$ cat config.mk
export PLATFORM = sky130hd
export DESIGN_NAME = debug_loader
export DESIGN_NICKNAME = d
export VERILOG_FILES = /design/src/rtl/debug_loader.sv
export SDC_FILE = /design/constraint.sdc
export NUM_CORES = 1
export LEC_CHECK = 0
export ABC_CLOCK_PERIOD_IN_PS = 5850
export BUFFER_PORTS_ARGS = -buffer_cell sky130_fd_sc_hd__buf_2
export CORE_MARGIN = 1.5
export CORE_UTILIZATION = 45
export CTS_BUF_LIST = sky130_fd_sc_hd__clkbuf_8
export DETAILED_ROUTE_END_ITERATION = 8
export GPL_TIMING_DRIVEN = 0
export MAX_ROUTING_LAYER = met4
export PLACE_DENSITY = 0.69
export SYNTH_ARGS = -nofsm -noshare
export SYNTH_HDL_FRONTEND = slang
export SYNTH_SLANG_ARGS = --single-unit
$ cat constraint.sdc
create_clock -name i_clk -period 5.85 [get_ports i_clk]
set_input_delay 0.585 -clock i_clk [delete_from_list [all_inputs] [get_ports i_clk]]
set_output_delay 0.585 -clock i_clk [all_outputs]
set_load 0.05 [all_outputs]
$ cat src/rtl/debug_loader.sv
// debug_loader: UART-driven debug front end for the pipeline.
// Receives single-byte commands and program bytes, assembles instruction
// words MSB first for the instruction memory, and gates pipeline execution
// in free-run or single-step mode.
//
// Optional feature: define DEBUG_LOADER_TIMEOUT_EN to abort a load after
// TIMEOUT idle cycles, discarding the partial word and pulsing o_error.
// Without the macro the loader waits indefinitely and o_error is tied low.
//
// Byte handshake: i_rx_data is consumed on every rising edge of i_clk where
// i_rx_done=1 (one strobe = one byte). There is no backpressure; every
// strobe is taken in the cycle it appears. o_write is a one-cycle strobe
// with o_instruction held stable while it is high.
module debug_loader #(
    parameter int INST_SZ = 32,
    parameter int BYTE_SZ = 8,
    parameter int MEM_SZ  = 10,
    parameter int TIMEOUT = 1_000_000
) (
    input  logic               i_clk,
    input  logic               i_reset,
    input  logic [BYTE_SZ-1:0] i_rx_data,
    input  logic               i_rx_done,
    input  logic               i_halt,
    output logic [INST_SZ-1:0] o_instruction,
    output logic               o_write,
    output logic               o_enable,
    output logic [MEM_SZ:0]    o_inst_count,
    output logic [2:0]         o_state,
    output logic               o_error
);

    localparam int BPW   = INST_SZ / BYTE_SZ;
    localparam int IDX_W = (BPW > 1) ? $clog2(BPW) : 1;

    localparam logic [IDX_W-1:0]  LAST_IDX = IDX_W'(BPW - 1);
    localparam logic [IDX_W-1:0]  IDX_ONE  = IDX_W'(1);
    localparam logic [MEM_SZ:0]   CNT_ONE  = (MEM_SZ + 1)'(1);
    // Word count at which the memory is full (2^MEM_SZ).
    localparam logic [MEM_SZ:0]   CAP      = {1'b1, {MEM_SZ{1'b0}}};

    localparam logic [BYTE_SZ-1:0] CMD_LOAD  = BYTE_SZ'(8'h4C);
    localparam logic [BYTE_SZ-1:0] CMD_RUN   = BYTE_SZ'(8'h43);
    localparam logic [BYTE_SZ-1:0] CMD_STEP  = BYTE_SZ'(8'h53);
    localparam logic [BYTE_SZ-1:0] CMD_NEXT  = BYTE_SZ'(8'h4E);
    localparam logic [BYTE_SZ-1:0] CMD_EXIT  = BYTE_SZ'(8'h45);
    localparam logic [BYTE_SZ-1:0] CMD_RESET = BYTE_SZ'(8'h52);

    typedef enum logic [2:0] {
        S_IDLE = 3'd0,
        S_LOAD = 3'd1,
        S_RUN  = 3'd2,
        S_STEP = 3'd3,
        S_DONE = 3'd4
    } state_t;

    state_t             state_q;
    logic [INST_SZ-1:0] word_q;
    logic [INST_SZ-1:0] word_d;
    logic [INST_SZ-1:0] instr_q;
    logic [IDX_W-1:0]   idx_q;
    logic [MEM_SZ:0]    count_q;
    logic [MEM_SZ:0]    count_d;
    logic               write_q;
    logic               enable_q;

`ifdef DEBUG_LOADER_TIMEOUT_EN
    localparam int             TO_W    = (TIMEOUT > 1) ? $clog2(TIMEOUT) : 1;
    localparam logic [TO_W-1:0] TO_LAST = TO_W'(TIMEOUT - 1);
    localparam logic [TO_W-1:0] TO_ONE  = TO_W'(1);

    logic [TO_W-1:0] to_cnt_q;
    logic            error_q;

    assign o_error = error_q;
`else
    assign o_error = 1'b0;
`endif

    // Next partial word (incoming byte shifted in at the LSB end) and next word count.
    always_comb begin
        word_d  = {word_q[INST_SZ-BYTE_SZ-1:0], i_rx_data};
        count_d = count_q + CNT_ONE;
    end

    // Control FSM with registered outputs.
    always_ff @(posedge i_clk or negedge i_reset) begin
        if (!i_reset) begin
            state_q  <= S_IDLE;
            word_q   <= '0;
            instr_q  <= '0;
            idx_q    <= '0;
            count_q  <= '0;
            write_q  <= 1'b0;
            enable_q <= 1'b0;
`ifdef DEBUG_LOADER_TIMEOUT_EN
            to_cnt_q <= '0;
            error_q  <= 1'b0;
`endif
        end else begin
            write_q  <= 1'b0;
            enable_q <= 1'b0;
`ifdef DEBUG_LOADER_TIMEOUT_EN
            error_q  <= 1'b0;
`endif
            case (state_q)
                S_IDLE: begin
                    if (i_rx_done) begin
                        case (i_rx_data)
                            CMD_LOAD: begin
                                state_q <= S_LOAD;
                                count_q <= '0;
                                idx_q   <= '0;
                                word_q  <= '0;
`ifdef DEBUG_LOADER_TIMEOUT_EN
                                to_cnt_q <= '0;
`endif
                            end
                            CMD_RUN: begin
                                state_q  <= S_RUN;
                                enable_q <= 1'b1;
                            end
                            CMD_STEP: state_q <= S_STEP;
                            default: ;
                        endcase
                    end
                end

                S_LOAD: begin
                    if (i_rx_done) begin
                        word_q <= word_d;
`ifdef DEBUG_LOADER_TIMEOUT_EN
                        to_cnt_q <= '0;
`endif
                        if (idx_q == LAST_IDX) begin
                            idx_q   <= '0;
                            instr_q <= word_d;
                            write_q <= 1'b1;
                            count_q <= count_d;
                            // HALT word or full memory ends the load.
                            if ((word_d == '1) || (count_d == CAP)) begin
                                state_q <= S_IDLE;
                            end
                        end else begin
                            idx_q <= idx_q + IDX_ONE;
                        end
                    end
`ifdef DEBUG_LOADER_TIMEOUT_EN
                    else if (to_cnt_q == TO_LAST) begin
                        state_q  <= S_IDLE;
                        error_q  <= 1'b1;
                        idx_q    <= '0;
                        word_q   <= '0;
                        to_cnt_q <= '0;
                    end else begin
                        to_cnt_q <= to_cnt_q + TO_ONE;
                    end
`endif
                end

                S_RUN: begin
                    if (i_halt) begin
                        state_q <= S_DONE;
                    end else begin
                        enable_q <= 1'b1;
                    end
                end

                S_STEP: begin
                    // Halt takes priority over a simultaneous step byte.
                    if (i_halt) begin
                        state_q <= S_DONE;
                    end else if (i_rx_done) begin
                        if (i_rx_data == CMD_NEXT) begin
                            enable_q <= 1'b1;
                        end else if (i_rx_data == CMD_EXIT) begin
                            state_q <= S_IDLE;
                        end
                    end
                end

                S_DONE: begin
                    if (i_rx_done && (i_rx_data == CMD_RESET)) begin
                        state_q <= S_IDLE;
                    end
                end

                default: state_q <= S_IDLE;
            endcase
        end
    end

    assign o_instruction = instr_q;
    assign o_write       = write_q;
    assign o_enable      = enable_q;
    assign o_inst_count  = count_q;
    assign o_state       = state_q;

endmodule

Yosys cells after proc, flatten, opt, wreduce, memory -nomap -nowiden
Index checks and enable logic that the tools add are counted.

Bits in registers: 74. Bits of input ports: 12. Word-level logic and storage cells: 77.

Add/subtract/negate cells: 2. Eq/ne operators: 24. Muxes and demuxes: 36. Reduce and logical (&&, ||, !) cells: 8.

Operators with widths (count): 24-bit 2-to-1 mux (3); 8-bit by 7-bit == test with 1-bit output, second input constant (6); 24-bit case mux with 2 select lines (1); 11-bit 2-to-1 mux (4); 32-bit == test, second input constant (1); 3-bit 2-to-1 mux (10); 11-bit case mux with 2 select lines (1); 3-bit case mux with 5 select lines (1); 2-bit != test, second input constant (6); 11-bit by 1-bit adder with 11-bit output, second input constant (1); 11-bit == test, second input constant (1); 10-bit AND reduction (1); 1-bit 2-to-1 mux (9); 3-bit != test, second input constant (3); 3-bit case mux with 3 select lines (1); 2-bit 2-to-1 mux (4); 3-bit by 2-bit == test with 1-bit output, second input constant (2); 5-bit AND reduction (1); 4-bit by 1-bit != test with 1-bit output, second input constant (1); 2-bit case mux with 2 select lines (1); 4-bit AND reduction (1); 3-bit by 1-bit == test with 1-bit output, second input constant (1); 3-bit == test, second input constant (1); 3-bit zero test (1); 8 further kinds (8).

Longest topological paths before layout
Depth in word-level cells: 7. Depth in mapped cells: 8.

Worst setup path before layout
Ideal clock, no wire load.

Path type: register to register. Start point: register count_q[0] (netlist: o_inst_count[0]). End point: register state_q[1] (netlist: o_state[1]). Data arrival time: 2.157 ns. Path slack: 3.568 ns. Stages on the path, launching flop included: 8. Path buffers: 1. Cells stage by stage: dfrtp_1 -> and3_1 -> buf_6 -> and3_4 -> o21a_1 -> o41ai_2 -> nand4b_1 -> mux2_4.

Word-level cells in the longest chain between the ends: 5.

RTL lines: start: declaration (line 62) `logic [MEM_SZ:0] count_q;`; start signal: assignment (line 139) `count_q <= count_d;`; 11-bit by 1-bit adder with 11-bit output (line 83) `count_d = count_q + CNT_ONE;`; 11-bit == test (line 141) `if ((word_d == '1) || (count_d == CAP)) begin`; 1-bit logical OR (line 141); 2-bit != test (no source line); 10-bit AND reduction (no source line); end signal: assignment (line 142) `state_q <= S_IDLE;`; end signal: assignment (line 163) `state_q <= S_DONE;`; end signal: assignment (line 172) `state_q <= S_DONE;`; end: declaration (line 57) `state_t state_q;`.

Every way passes these cells. A chain may end at the register's enable or synchronous reset.

Worst setup path in the final report
Same ends and word-level chain as after synthesis.

==> metrics list <==
- Status: finished, final reports clean
* Num rows: 30
- The initial utilization of the core area, before any placement, comes to 0.471.
- The synthesized design contains 74 register bits.
- Antenna diode instance count: 0
- Cell Int Power: 0.00113 W
- Delay of the slowest cell on the worst path: 460 ps
- The worst path in the final design needs a cycle of 2240 ps, including I/O delays and setup.
- Share of flip-flops with an asynchronous set or reset after synthesis: 1.00
- Global routing usage on met3: 0.0481
- RSZ-0062 raised after global routing: no
- Dividing the final minimum period by the clock period gives 0.382.
- VDD sags by at most 0.309 mV.
* Wirelength, routed: 7130 um
- 61 I/O pins were placed.
- The number of nets handed over by synthesis was 281.
- In this run the worst hold path is classified as in2async.
* Synth cell types: 47
- Share of total power consumed by net switching: 0.433
- Sorting the synthesized cells by area gives the leading types as sky130_fd_sc_hd__dfrtp_1, sky130_fd_sc_hd__mux2_2, sky130_fd_sc_hd__a22o_1, sky130_fd_sc_hd__o21ai_0, sky130_fd_sc_hd__nand4_1.
- Final setup violation count: 0
- Top achievable clock speed: 0.447 GHz
- Proportion of power drawn by flip-flops and latches: 0.419
- Clock power frac: 0.202
- Synthesized area divided by synthesized cell count: 12.2 um2
- Startpoint type of the worst setup path: register
- Static power due to leakage: 1.98 nW
- Global-route track usage on met1: 0.294
* DIE HEIGHT: 88.0 um
* Leading cell type in the layout, fill and taps excluded: sky130_fd_sc_hd__dfrtp_1
- Along the worst path, the maximum fanout reaches 8.
- The count of buffers added on input and output ports is 59.
- The first global-routing pass estimated 11400 um of wire.
- CTS tree: done
- Critical path data arrival time: 2480 ps
* Via count: 2439
- Placed cell area: 3670 um2
* Critical path type: reg2reg
- In this run the tightest slew margin relative to its limit is 0.375.
- Part of the power in combinational logic: 0.379
* Final Skew: 9.74 ps
- Fraction of final layout cells sized beyond drive strength 1: 0.351
- With fillers left out, the area of the finished cells amounts to 3870 um2.
* Area share of the largest cell type after synthesis: 0.569
* Number of global-route vias before repair: 2238
- Sequential area share after synthesis: 0.569
- At the pin with the least slew margin, the transition time is 938 ps.
- Number of sinks handled by clock tree synthesis: 74
- Using the TritonRoute via totals, the vias-per-cell ratio works out to 5.57.
* Data required time of the worst path: 6090 ps
- Fill cells in the final layout number 634.
- Counting along the longest clock path gives a buffer depth of 2.
* Number of instances in the synthesized netlist: 267
- After global routing the overflow that remains totals 0.
* Hold WS: 320 ps
* Last weighted congestion value of the routability-driven placer: 0.857
* Max-capacitance violation count: 0
- Walking the worst path, the cells encountered are and3_1 -> buf_6 -> and3_4 -> o21a_1 -> o41ai_2 -> nand4b_1 -> mux2_4.
* Final count of hold timing violations: 0
- After clock tree synthesis, the clock-pin slew on the worst setup and hold paths is 80 ps.
- Entering global routing, the biggest net connects 75 pins.
- The biggest area contributor in the post-synthesis netlist is sky130_fd_sc_hd__dfrtp_1.
- Commonest cells after routing, fill and taps aside: sky130_fd_sc_hd__dfrtp_1, sky130_fd_sc_hd__buf_2, sky130_fd_sc_hd__mux2_2
* Power density over cell area: 515 nW/um2
- Core Footprint: 6910 um2
* Met2 GRT Util: 0.269
* Per-cell routed wire length: 16.3 um
- STA classifies the critical path endpoint as a register.
- Post-CTS timing repair inserted 0 buffers for setup.
- The cell sitting at the root of the clock tree is a sky130_fd_sc_hd__clkbuf_8.
* Pre-Repair DR Iteration Count: 4
- Count of flip-flops with a built-in enable after synthesis: 0
- Most common flop cell mapped by yosys: sky130_fd_sc_hd__dfrtp_1
- Buffers inserted to repair hold after CTS numbered 0.
* Combined area of all synthesized cells: 3250 um2
- Estimated wirelength of the detail-placed design: 4830 um
- The detail route stage leaves a number of antenna-violating nets equal to 0.
- Worst-skew pair later-pin latency: 360 ps
* Total routing resource utilization after global routing: 0.199
* Number of remaining DRC errors: 0
* Detailed Route Iter0 Violations: 140
* Number of antenna violations at the first check in global routing: 0
* Number of pins exceeding their max-slew limit in the final report: 0
- From synthesis to final layout, the design area changed by 19.0%.
- Power spent charging and discharging nets: 0.000863 W
* Standard cell with the maximum stage delay on the critical path: sky130_fd_sc_hd__dfrtp_1
- The die covers 7750 um2.
- Yosys warns: 0
- Number of buffers inserted during clock tree synthesis: 9
- The H-tree was split into 3 levels.
- In the final timing run, aggregate negative setup slack is 0 ps.
* Final net count: 351
- Once the clock tree was built, the resizer swapped 0 gates to a different size.
- In this run the horizontal extent of the chip is 88.0 um.
- Highest-utilization routing layer at the global route stage: met1
## through the flow
stage	instances	worst slack [ps]	power [W]	utilization
5_1_grt	438	3440	0.00209	0.560
4_1_cts	438	3610	0.00200	0.560
2_1_floorplan	267	3570	0.00139	-
3_5_place_dp	422	3350	0.00160	0.531
3_3_place_gp	422	3380	0.00159	0.531
6_report	438	3610	0.00199	0.560
## cell families (layout without fill, tap and decap cells)
kind of cell	after synthesis	in the layout	synth area share
fa+ha+maj	2	2	0.00769
xor+xnor	2	2	0.00539
compound gates	72	72	0.159
other cells	1	1	0.00115
flops	74	74	0.569
simple gates	64	64	0.113
buf+inv	18	93	0.0258
mux	34	34	0.119
## worst max-delay path: cells and delay by family, from the launching register on
kind | cells | cell delay, ps
and+or+nand+nor | 3 | 660
DFF | 1 | 460
AOI/OAI and AO/OA | 2 | 530
buffers and inverters | 1 | 130
muxes | 1 | 350
## state kept, by name, summed over array words and instances, names as in the netlist
register,flops
o_inst_count,11
o_write,1
o_instruction,32
idx_q,2
o_enable,1
word_q,24
o_state,3
## synthesized netlist by cell type, types with 5 or more instances
cell                       number
sky130_fd_sc_hd__a21oi_1        7
sky130_fd_sc_hd__a22o_1        26
sky130_fd_sc_hd__and3_1         7
sky130_fd_sc_hd__clkbuf_1       8
sky130_fd_sc_hd__dfrtp_1       74
sky130_fd_sc_hd__mux2_2        32
sky130_fd_sc_hd__nand2_1       10
sky130_fd_sc_hd__nand4_1       11
sky130_fd_sc_hd__nor2_1         9
sky130_fd_sc_hd__nor3_1         5
sky130_fd_sc_hd__o21ai_0       21
## metal layers
layer  wire length, um  vias up
li1                  -     1155
met1              3520     1203
met2              3130       73
met3               378        8
met4                96        0
met5                 0        -
## cell type report
type	instances	area [um2]	share of cell area
clock inverters	7	76.3	0.0197
plain buffers	15	72.6	0.0188
well taps	96	120	0.0310
repair buffers	59	298	0.0769
flip-flops and latches	74	1850	0.479
inverters	3	11.3	0.00291
clock buffers	9	124	0.0320
multi-input cells	175	1320	0.340
## power by group through the flow
stage | combinational, W | clock [W] | sequential [W]
after global routing | 0.000802 | 0.000429 | 0.000857
after global placement | 0.000748 | 0 | 0.000838
after CTS | 0.000761 | 0.000408 | 0.000834
final | 0.000755 | 0.000402 | 0.000835
after detailed placement | 0.000758 | 0 | 0.000844
after floorplan | 0.000264 | 0 | 0.00113
## worst paths after layout
| kind | slack, ps | from | to | depth (start not counted) |
|---|---|---|---|---|
| min in group i_clk | 500 | o_instruction[28] | o_instruction[28] | 1 |
| min | 320 | i_reset | o_inst_count[3] | 1 |
| max reg2reg | 3610 | o_inst_count[0] | o_state[1] | 7 |
| min reg2reg | 500 | o_instruction[28] | o_instruction[28] | 1 |
| max | 3610 | o_inst_count[0] | o_state[1] | 7 |
| max in group asynchronous | 4870 | i_reset | word_q[20] | 1 |
Note: power is estimated with default switching activity, not from simulation.
